File: config.mk
export PLATFORM = sky130hd
export DESIGN_NAME = cnn_conv_layer_sequencer
export DESIGN_NICKNAME = d
export VERILOG_FILES = /design/src/rtl/cnn_pkg.sv /design/src/rtl/cnn_rd_stage.sv /design/src/rtl/cnn_conv_layer_sequencer.sv
export SDC_FILE = /design/constraint.sdc
export NUM_CORES = 1
export LEC_CHECK = 0
export CAP_MARGIN = 20
export CORE_UTILIZATION = 45
export DETAILED_ROUTE_END_ITERATION = 16
export PLACE_DENSITY = 0.88
export REMOVE_ABC_BUFFERS = 1
export SYNTH_ARGS = -nofsm -noshare
export SYNTH_HDL_FRONTEND = slang
export SYNTH_SLANG_ARGS = --single-unit
File: constraint.sdc
create_clock -name clk -period 3.51 [get_ports clk]
set_input_delay 0.5265 -clock clk [delete_from_list [all_inputs] [get_ports clk]]
set_output_delay 0.5265 -clock clk [all_outputs]
set_load 0.02 [all_outputs]
File: src/rtl/cnn_pkg.sv
// Shared definitions for the conv-layer sequencer: state encoding and
// layer-size helpers derived from the layer parameters.
package cnn_pkg;

    typedef enum logic [2:0] {
        ST_IDLE   = 3'd0,
        ST_LOAD_W = 3'd1,
        ST_STREAM = 3'd2,
        ST_DRAIN  = 3'd3,
        ST_DONE   = 3'd4
    } state_e;

    function automatic int weight_num(input int cin, input int cout, input int k);
        return cin * cout * k * k;
    endfunction

    function automatic int pixel_num(input int cin, input int w, input int h);
        return cin * w * h;
    endfunction

    function automatic int out_expect(input int cout, input int w, input int h, input logic stride2);
        return stride2 ? cout * (w / 2) * (h / 2) : cout * w * h;
    endfunction

endpackage

File: src/rtl/cnn_rd_stage.sv
// One-cycle RAM-to-engine stage: the strobe is delayed to line up with the
// RAM's registered read data, and data is forced to zero when not valid.
module cnn_rd_stage #(
    parameter int DW = 32
) (
    input  logic          clk,
    input  logic          reset,
    input  logic          rd_en_i,
    input  logic [DW-1:0] rd_data_i,
    output logic          valid_o,
    output logic [DW-1:0] data_o
);

    logic valid_q;

    always_ff @(posedge clk or posedge reset) begin
        if (reset) begin
            valid_q <= 1'b0;
        end else begin
            valid_q <= rd_en_i;
        end
    end

    assign valid_o = valid_q;
    assign data_o  = valid_q ? rd_data_i : '0;

endmodule

File: src/rtl/cnn_conv_layer_sequencer.sv
// Runs one convolution layer per start: streams all weights, then all pixels,
// into the conv engine, then waits for the expected number of engine outputs.
module cnn_conv_layer_sequencer
    import cnn_pkg::*;
#(
    parameter int DATA_WIDTH      = 32,
    parameter int IMAGE_WIDTH     = 16,
    parameter int IMAGE_HEIGHT    = 16,
    parameter int CHANNEL_NUM_IN  = 64,
    parameter int CHANNEL_NUM_OUT = 2,
    parameter int KERNEL          = 3,
    parameter int DRAIN_TIMEOUT   = 4096,
    localparam int WA = $clog2(CHANNEL_NUM_IN * CHANNEL_NUM_OUT * KERNEL * KERNEL),
    localparam int IA = $clog2(CHANNEL_NUM_IN * IMAGE_WIDTH * IMAGE_HEIGHT)
) (
    input  logic                  clk,
    input  logic                  reset,
    input  logic                  start,
    input  logic                  stride2_cfg,
    output logic                  busy,
    output logic                  done,
    output logic                  error,
    output logic                  weight_rd_en,
    output logic [WA-1:0]         weight_rd_addr,
    input  logic [DATA_WIDTH-1:0] weight_rd_data,
    output logic                  img_rd_en,
    output logic [IA-1:0]         img_rd_addr,
    input  logic [DATA_WIDTH-1:0] img_rd_data,
    output logic                  eng_stride2,
    output logic                  eng_valid_weight_in,
    output logic [DATA_WIDTH-1:0] eng_weight_in,
    output logic                  eng_valid_in,
    output logic [DATA_WIDTH-1:0] eng_pxl_in,
    input  logic                  eng_valid_out,
    output logic [15:0]           out_count
);

    localparam int WEIGHT_NUM = weight_num(CHANNEL_NUM_IN, CHANNEL_NUM_OUT, KERNEL);
    localparam int PIXEL_NUM  = pixel_num(CHANNEL_NUM_IN, IMAGE_WIDTH, IMAGE_HEIGHT);
    localparam logic [15:0] EXPECT_S1 =
        16'(out_expect(CHANNEL_NUM_OUT, IMAGE_WIDTH, IMAGE_HEIGHT, 1'b0));
    localparam logic [15:0] EXPECT_S2 =
        16'(out_expect(CHANNEL_NUM_OUT, IMAGE_WIDTH, IMAGE_HEIGHT, 1'b1));
    localparam int TW = $clog2(DRAIN_TIMEOUT + 1);

    state_e        state_q, state_d;
    logic [WA-1:0] w_addr_q, w_addr_d;
    logic [IA-1:0] p_addr_q, p_addr_d;
    logic [15:0]   out_cnt_q, out_cnt_d;
    logic [TW-1:0] idle_q, idle_d;
    logic          stride2_q, stride2_d;
    logic          error_q, error_d;
    logic          w_rd_en, p_rd_en;
    logic [15:0]   out_target;

    assign out_target = stride2_q ? EXPECT_S2 : EXPECT_S1;

    always_ff @(posedge clk or posedge reset) begin
        if (reset) begin
            state_q   <= ST_IDLE;
            w_addr_q  <= '0;
            p_addr_q  <= '0;
            out_cnt_q <= '0;
            idle_q    <= '0;
            stride2_q <= 1'b0;
            error_q   <= 1'b0;
        end else begin
            state_q   <= state_d;
            w_addr_q  <= w_addr_d;
            p_addr_q  <= p_addr_d;
            out_cnt_q <= out_cnt_d;
            idle_q    <= idle_d;
            stride2_q <= stride2_d;
            error_q   <= error_d;
        end
    end

    always_comb begin
        state_d   = state_q;
        w_addr_d  = w_addr_q;
        p_addr_d  = p_addr_q;
        out_cnt_d = out_cnt_q;
        idle_d    = idle_q;
        stride2_d = stride2_q;
        error_d   = error_q;
        w_rd_en   = 1'b0;
        p_rd_en   = 1'b0;

        // Engine outputs only count while a layer is in flight; saturate at max.
        if (eng_valid_out && out_cnt_q != 16'hFFFF &&
            (state_q == ST_LOAD_W || state_q == ST_STREAM || state_q == ST_DRAIN)) begin
            out_cnt_d = out_cnt_q + 16'd1;
        end

        case (state_q)
            ST_IDLE: begin
                if (start) begin
                    state_d   = ST_LOAD_W;
                    stride2_d = stride2_cfg;
                    error_d   = 1'b0;
                    out_cnt_d = '0;
                    w_addr_d  = '0;
                    p_addr_d  = '0;
                    idle_d    = '0;
                end
            end
            ST_LOAD_W: begin
                w_rd_en = 1'b1;
                if (w_addr_q == WA'(WEIGHT_NUM - 1)) begin
                    state_d = ST_STREAM;
                end else begin
                    w_addr_d = w_addr_q + WA'(1);
                end
            end
            ST_STREAM: begin
                p_rd_en = 1'b1;
                idle_d  = '0;
                if (p_addr_q == IA'(PIXEL_NUM - 1)) begin
                    state_d = ST_DRAIN;
                end else begin
                    p_addr_d = p_addr_q + IA'(1);
                end
            end
            ST_DRAIN: begin
                // idle_q counts consecutive DRAIN cycles already seen without an output.
                if (out_cnt_q >= out_target) begin
                    state_d = ST_DONE;
                end else if (eng_valid_out) begin
                    idle_d = '0;
                end else if (idle_q == TW'(DRAIN_TIMEOUT - 1)) begin
                    state_d = ST_DONE;
                    error_d = 1'b1;
                end else begin
                    idle_d = idle_q + TW'(1);
                end
            end
            ST_DONE: begin
                state_d = ST_IDLE;
            end
            default: begin
                state_d = ST_IDLE;
            end
        endcase
    end

    assign busy           = (state_q != ST_IDLE);
    assign done           = (state_q == ST_DONE);
    assign error          = error_q;
    assign out_count      = out_cnt_q;
    assign eng_stride2    = stride2_q;
    assign weight_rd_en   = w_rd_en;
    assign weight_rd_addr = w_addr_q;
    assign img_rd_en      = p_rd_en;
    assign img_rd_addr    = p_addr_q;

    cnn_rd_stage #(.DW(DATA_WIDTH)) u_weight_stage (
        .clk      (clk),
        .reset    (reset),
        .rd_en_i  (w_rd_en),
        .rd_data_i(weight_rd_data),
        .valid_o  (eng_valid_weight_in),
        .data_o   (eng_weight_in)
    );

    cnn_rd_stage #(.DW(DATA_WIDTH)) u_pixel_stage (
        .clk      (clk),
        .reset    (reset),
        .rd_en_i  (p_rd_en),
        .rd_data_i(img_rd_data),
        .valid_o  (eng_valid_in),
        .data_o   (eng_pxl_in)
    );

endmodule
==> impl_metrics.env, run 1 <==
export IMPL_status="finished, final reports clean"
export IMPL_utilization=0.745
export IMPL_grt_pass1_vias=3700
export IMPL_fin_crit_sh=0.739
export IMPL_io_pins=182
export IMPL_die_height_um=93.5
export IMPL_layout_min_cycle_time_ns=2.60
export IMPL_yosys_warnings=0
export IMPL_drcViolationCount=0
export IMPL_grt_pass1_wl_mm=20.0
export IMPL_critPathLaunchType="flip-flop"
export IMPL_finalClockSkew_ns=0.00989
export IMPL_yosysUniqueCellTypes=56
export IMPL_crit_fanout=33
export IMPL_hold_viol_final=0
export IMPL_rsz0062_at_grt="no"
export IMPL_routedWlPerCell_um=18.3
export IMPL_num_vias=4009
export IMPL_ant_nets=0
export IMPL_worstPathRequired_ns=2.98
export IMPL_worst_pin_slew_ns=0.832
export IMPL_start_util=0.477
export IMPL_finalNetCount=677
export IMPL_synth_main_ff_cell="dfrtp_1"
export IMPL_htreeDepth=3
export IMPL_drtIter0Drc=379
export IMPL_clock_sinks=61
export IMPL_firstDrtPassIters=5
export IMPL_whs_ns=0.506
export IMPL_cts_root_buffer="clkbuf_8"
export IMPL_cap_viol_max_count=0
export IMPL_fp_row_count=32
export IMPL_cp_arrival_ns=2.07
export IMPL_post_cts_buffers=0
export IMPL_cts_hold_buffers_added=0
export IMPL_min_path_type="reg -> reg"
export IMPL_ys_seq_elements=61
export IMPL_worst_setup_path_end_kind="primary output"
export IMPL_synth_area_mm2=0.00376
export IMPL_syn_area_per_cell_um2=8.83
export IMPL_grt_use_total=0.305
export IMPL_die_area_mm2=0.00873
export IMPL_timing_fmax_mhz=385
export IMPL_slew_violations=0
export IMPL_drive_above_1_share=0.0561
export IMPL_cts_repair_resized=0
export IMPL_viasPerCell=5.64
export IMPL_synthCells=426
export IMPL_setup_viol=0
export IMPL_core_mm2=0.00789
export IMPL_portBuffers=181
export IMPL_power_density_mw_per_mm2=406
export IMPL_cts_tree="done"
export IMPL_place_gp_congestion=0.855
export IMPL_synth_edf_count=0
export IMPL_fp_dieW_um=93.5
export IMPL_final_common_cell="clkdlybuf4s50_1"
export IMPL_grt_max_degree=36
export IMPL_clock_path_buffers=2
export IMPL_setup_tns_ns=0
export IMPL_clk_pin_slew_worst_paths_ns=0.07
export IMPL_synthArstFlopShare=1.00
export IMPL_grt_overflow_total=0
export IMPL_dp_hpwl_mm=10.2
export IMPL_clock_latency_ns=0.35
export IMPL_grt_antenna_before_repair=3
export IMPL_layout_common_cells="clkdlybuf4s50_1, and2_1, dfrtp_1"
export IMPL_max_slew_margin=0.441
export IMPL_ir_worst_vdd_uv=383
export IMPL_wirelength_mm=13.0
export IMPL_p_leak_uw=0.00240
export IMPL_cts_buffers=9
export IMPL_path_class="reg -> out"
export IMPL_ys_seq_area_frac=0.406
export IMPL_syn2layout_area_growth_pct=56.2
export IMPL_n_fill_cell=562
Yosys cell counts (all sizes together), types with 8 or more instances:
library cell	number	share of area
and2	68	0.11
and3	8	0.013
clkbuf	13	0.014
dfrtp	61	0.41
inv	8	0.0080
nand2	28	0.030
nand3	25	0.033
nand4	17	0.028
nor2	49	0.052
nor3	16	0.021
nor4	8	0.015
o21ai	17	0.023
o31ai	15	0.030
xnor2	10	0.023
xor2	10	0.023
registers in the layout (all words and copies together) (netlist names):
signal,cells
img_rd_addr,14
state_q,3
idle_q,13
out_count,16
eng_stride2,1
u_pixel_stage.valid_o,1
error,1
weight_rd_addr,11
u_weight_stage.valid_o,1
cell type report:
cell class,instances,area (µm²),share of cell area
inverter,8,30.0,0.00511
sequential,61,1530,0.260
tap,102,128,0.0217
clock inverter,4,95.1,0.0162
clock buffer,12,145,0.0247
multi-input combinational,337,2110,0.359
timing repair buffer,184,1830,0.312
antenna,3,7.51,0.00128
report_power, final:
group,internal [µW],switching (µW)
Combinational,346,320
Clock,491,291
Sequential,793,143
Total,1630,754
worst max-delay path, cell delays in order, from the launching register on:
cell and delay (ns):
dfrtp_1 0.78, and2_1 0.29, clkdlybuf4s50_1 0.64
per-layer routing:
| metal | track usage | wire (µm) |
|---|---|---|
| met5 | 0 | 0 |
| met4 | 0.164 | 512 |
| met3 | 0.0561 | 995 |
| met2 | 0.537 | 6700 |
| met1 | 0.349 | 4840 |
final timing paths:
| kind | startpoint | endpoint | slack (ns) | cells past startpoint |
|---|---|---|---|---|
| setup / recovery | u_weight_stage.valid_o$_DFF_PP0_ | eng_weight_in[11] | 0.91 | 2 |
| hold / removal | idle_q[11]$_DFFE_PP0P_ | idle_q[11]$_DFFE_PP0P_ | 0.51 | 1 |
| setup reg to reg | out_count[9]$_DFF_PP0_ | idle_q[10]$_DFFE_PP0P_ | 1.03 | 6 |
| hold reg to reg | idle_q[11]$_DFFE_PP0P_ | idle_q[11]$_DFFE_PP0P_ | 0.51 | 1 |
| max in group asynchronous | reset | u_pixel_stage.valid_o$_DFF_PP0_ | 2.22 | 3 |
| min in group asynchronous | reset | idle_q[2]$_DFFE_PP0P_ | 0.61 | 2 |
logic make-up after synthesis:
logic type,after synthesis,synth area share
mux,7,0.0193
simple gates,244,0.360
fa+ha+maj,7,0.0233
compound gates,59,0.112
flops,61,0.406
buf+inv,28,0.0336
xor+xnor,20,0.0465
through the flow:
stage | std cells | worst slack, ns | instance area [µm²] | power, µW
floorplan | 406 | 1.18 | 3670 | 1230
global placement | 692 | 1.16 | 5630 | 1580
detailed placement | 692 | 1.05 | 5630 | 1610
CTS | 708 | 0.916 | 5870 | 2380
global route | 711 | 0.798 | 5880 | 2470
finish | 711 | 0.915 | 5880 | 2380
Note: power is estimated with default switching activity, not from simulation.
==> run 2: changes to the inputs <==
- CORE_UTILIZATION: 45 -> 41
- PLACE_DENSITY: 0.88 -> 0.81
- clock period: 3.51 -> 2.44 ns (I/O delays scaled with it)
==> impl_metrics.env, run 2 (synthesis gave the netlist of run 1 again) <==
export IMPL_status="finished with violations"
export IMPL_violations="DRC"
export IMPL_drcViolationCount=36
export IMPL_worst_setup_path_end_kind="primary output"
export IMPL_power_total_uw=3100
export IMPL_cp_arrival_ns=1.93
export IMPL_finalClockSkew_ns=0.0135
export IMPL_layout_min_cycle_time_ns=2.30
export IMPL_drive_above_1_share=0.0749
export IMPL_p_leak_uw=0.00243
export IMPL_die_area_mm2=0.00957
export IMPL_layout_common_cells="clkdlybuf4s50_1, and2_1, dfrtp_1"
export IMPL_crit_fanout=8
export IMPL_start_util=0.427
export IMPL_dp_hpwl_mm=9.58
export IMPL_firstDrtPassIters=13
export IMPL_drtIter0Drc=264
export IMPL_wirelength_mm=12.2
export IMPL_htreeDepth=3
export IMPL_timing_rr_end="idle_q[6]$_DFFE_PP0P_"
export IMPL_grt_overflow_total=0
export IMPL_path_class="reg -> out"
export IMPL_setup_viol=0
export IMPL_min_path_type="in -> async"
export IMPL_cap_viol_max_count=0
export IMPL_clock_latency_ns=0.34
export IMPL_worstPathRequired_ns=2.07
export IMPL_ant_nets=0
export IMPL_max_slew_margin=0.530
export IMPL_io_pins=182
export IMPL_register_area_mm2=0.00153
export IMPL_grt_pass1_wl_mm=19.5
export IMPL_worst_pin_slew_ns=0.698
export IMPL_grt_pass1_vias=3803
export IMPL_grt_use_total=0.260
export IMPL_place_gp_congestion=0.879
export IMPL_routedWlPerCell_um=16.8
export IMPL_rr_worst_depth=6
export IMPL_clk_pin_slew_worst_paths_ns=0.07
export IMPL_path_cells="nor3b_2, clkdlybuf4s50_1"
export IMPL_grt_max_degree=34
export IMPL_cts_hold_buffers_added=0
export IMPL_placed_cells=707
export IMPL_slowest_stage="clkdlybuf4s50_1"
export IMPL_finalNetCount=686
export IMPL_clock_path_buffers=2
export IMPL_r2r_start="eng_stride2$_DFFE_PP0P_"
export IMPL_multi_input_area_mm2=0.00212
export IMPL_largest_reg_flops=16
export IMPL_fp_dieW_um=97.8
export IMPL_hold_viol_final=0
export IMPL_syn2layout_area_growth_pct=56.9
export IMPL_grt_antenna_before_repair=1
export IMPL_num_vias=3951
export IMPL_cts_buffers=9
export IMPL_r2r_slack_ns=0.14
export IMPL_whs_ns=0.444
export IMPL_cts_tree="done"
export IMPL_fp_row_count=34
export IMPL_timing_fmax_mhz=435
export IMPL_core_mm2=0.00881
export IMPL_slew_violations=0
export IMPL_power_density_mw_per_mm2=524
export IMPL_viasPerCell=5.46
export IMPL_rsz0062_at_grt="no"
export IMPL_critPathLaunchType="flip-flop"
export IMPL_fin_cells=723
export IMPL_clock_sinks=61
export IMPL_ir_worst_vdd_uv=547
export IMPL_final_common_cell="clkdlybuf4s50_1"
export IMPL_cts_root_buffer="clkbuf_8"
export IMPL_n_fill_cell=691
export IMPL_die_height_um=97.8
export IMPL_fin_crit_sh=0.942
export IMPL_cpPeakStageDelay_ns=0.69
export IMPL_portBuffers=181
==> run 2: worst max-delay path: cells and delay by family, from the launching register on <==
| family | cells | cell delay, ns |
|---|---|---|
| buf+inv | 1 | 0.69 |
| flops | 1 | 0.48 |
| simple gates | 1 | 0.43 |
==> run 2: worst max-delay path by stage <==
stage | from | slack (ns) | endpoint | cells past startpoint
2_1_floorplan | state_q[0]$_DFFE_PP0P_ | 0.11 | weight_rd_addr[10]$_DFFE_PP0P_ | 5
3_3_place_gp | eng_stride2$_DFFE_PP0P_ | 0.12 | idle_q[10]$_DFFE_PP0P_ | 6
3_5_place_dp | eng_stride2$_DFFE_PP0P_ | -0.009 | idle_q[7]$_DFFE_PP0P_ | 6
4_1_cts | eng_stride2$_DFFE_PP0P_ | 0.06 | idle_q[6]$_DFFE_PP0P_ | 6
5_1_grt | state_q[0]$_DFFE_PP0P_ | 0.008 | weight_rd_en | 2
6_report | state_q[0]$_DFFE_PP0P_ | 0.14 | weight_rd_en | 2
==> run 2: repair_timing <==
action	4_1_cts	5_1_grt
pin swaps	0	1
cloned	0	0
setup endpoints to repair	1	8
buffers inserted	0	0
gates resized for setup	1	3
==> run 2: layer usage <==
layer  GRT usage  vias to the layer above  wire (µm)
met2       0.483                      152       6460
met1       0.303                     1905       4810
met3      0.0480                       15        679
met4      0.0804                        0        230
li1            -                     1879          -
met5           0                        -          0
==> run 2: final cells by class <==
type | instances | share of cell area
sequential | 61 | 0.258
inverter | 8 | 0.00508
antenna | 1 | 0.000424
tap | 108 | 0.0229
timing repair buffer | 193 | 0.324
clock inverter | 4 | 0.00402
clock buffer | 11 | 0.0256
multi-input combinational | 337 | 0.359
==> run 2: power breakdown <==
group / switching (µW) / internal [µW]
clock: 396 / 415
sequential: 210 / 1140
combinational: 438 / 498
==> run 2: per-stage QoR <==
step                setup slack, ns   util  setup TNS [ns]  instance area [µm²]
finish                        0.141  0.671               0                 5910
global route                0.00761  0.671               0                 5910
CTS                          0.0619  0.669               0                 5890
detailed placement         -0.00898  0.649        -0.00898                 5720
global placement              0.123  0.649               0                 5720
floorplan                     0.105      -               0                 3670
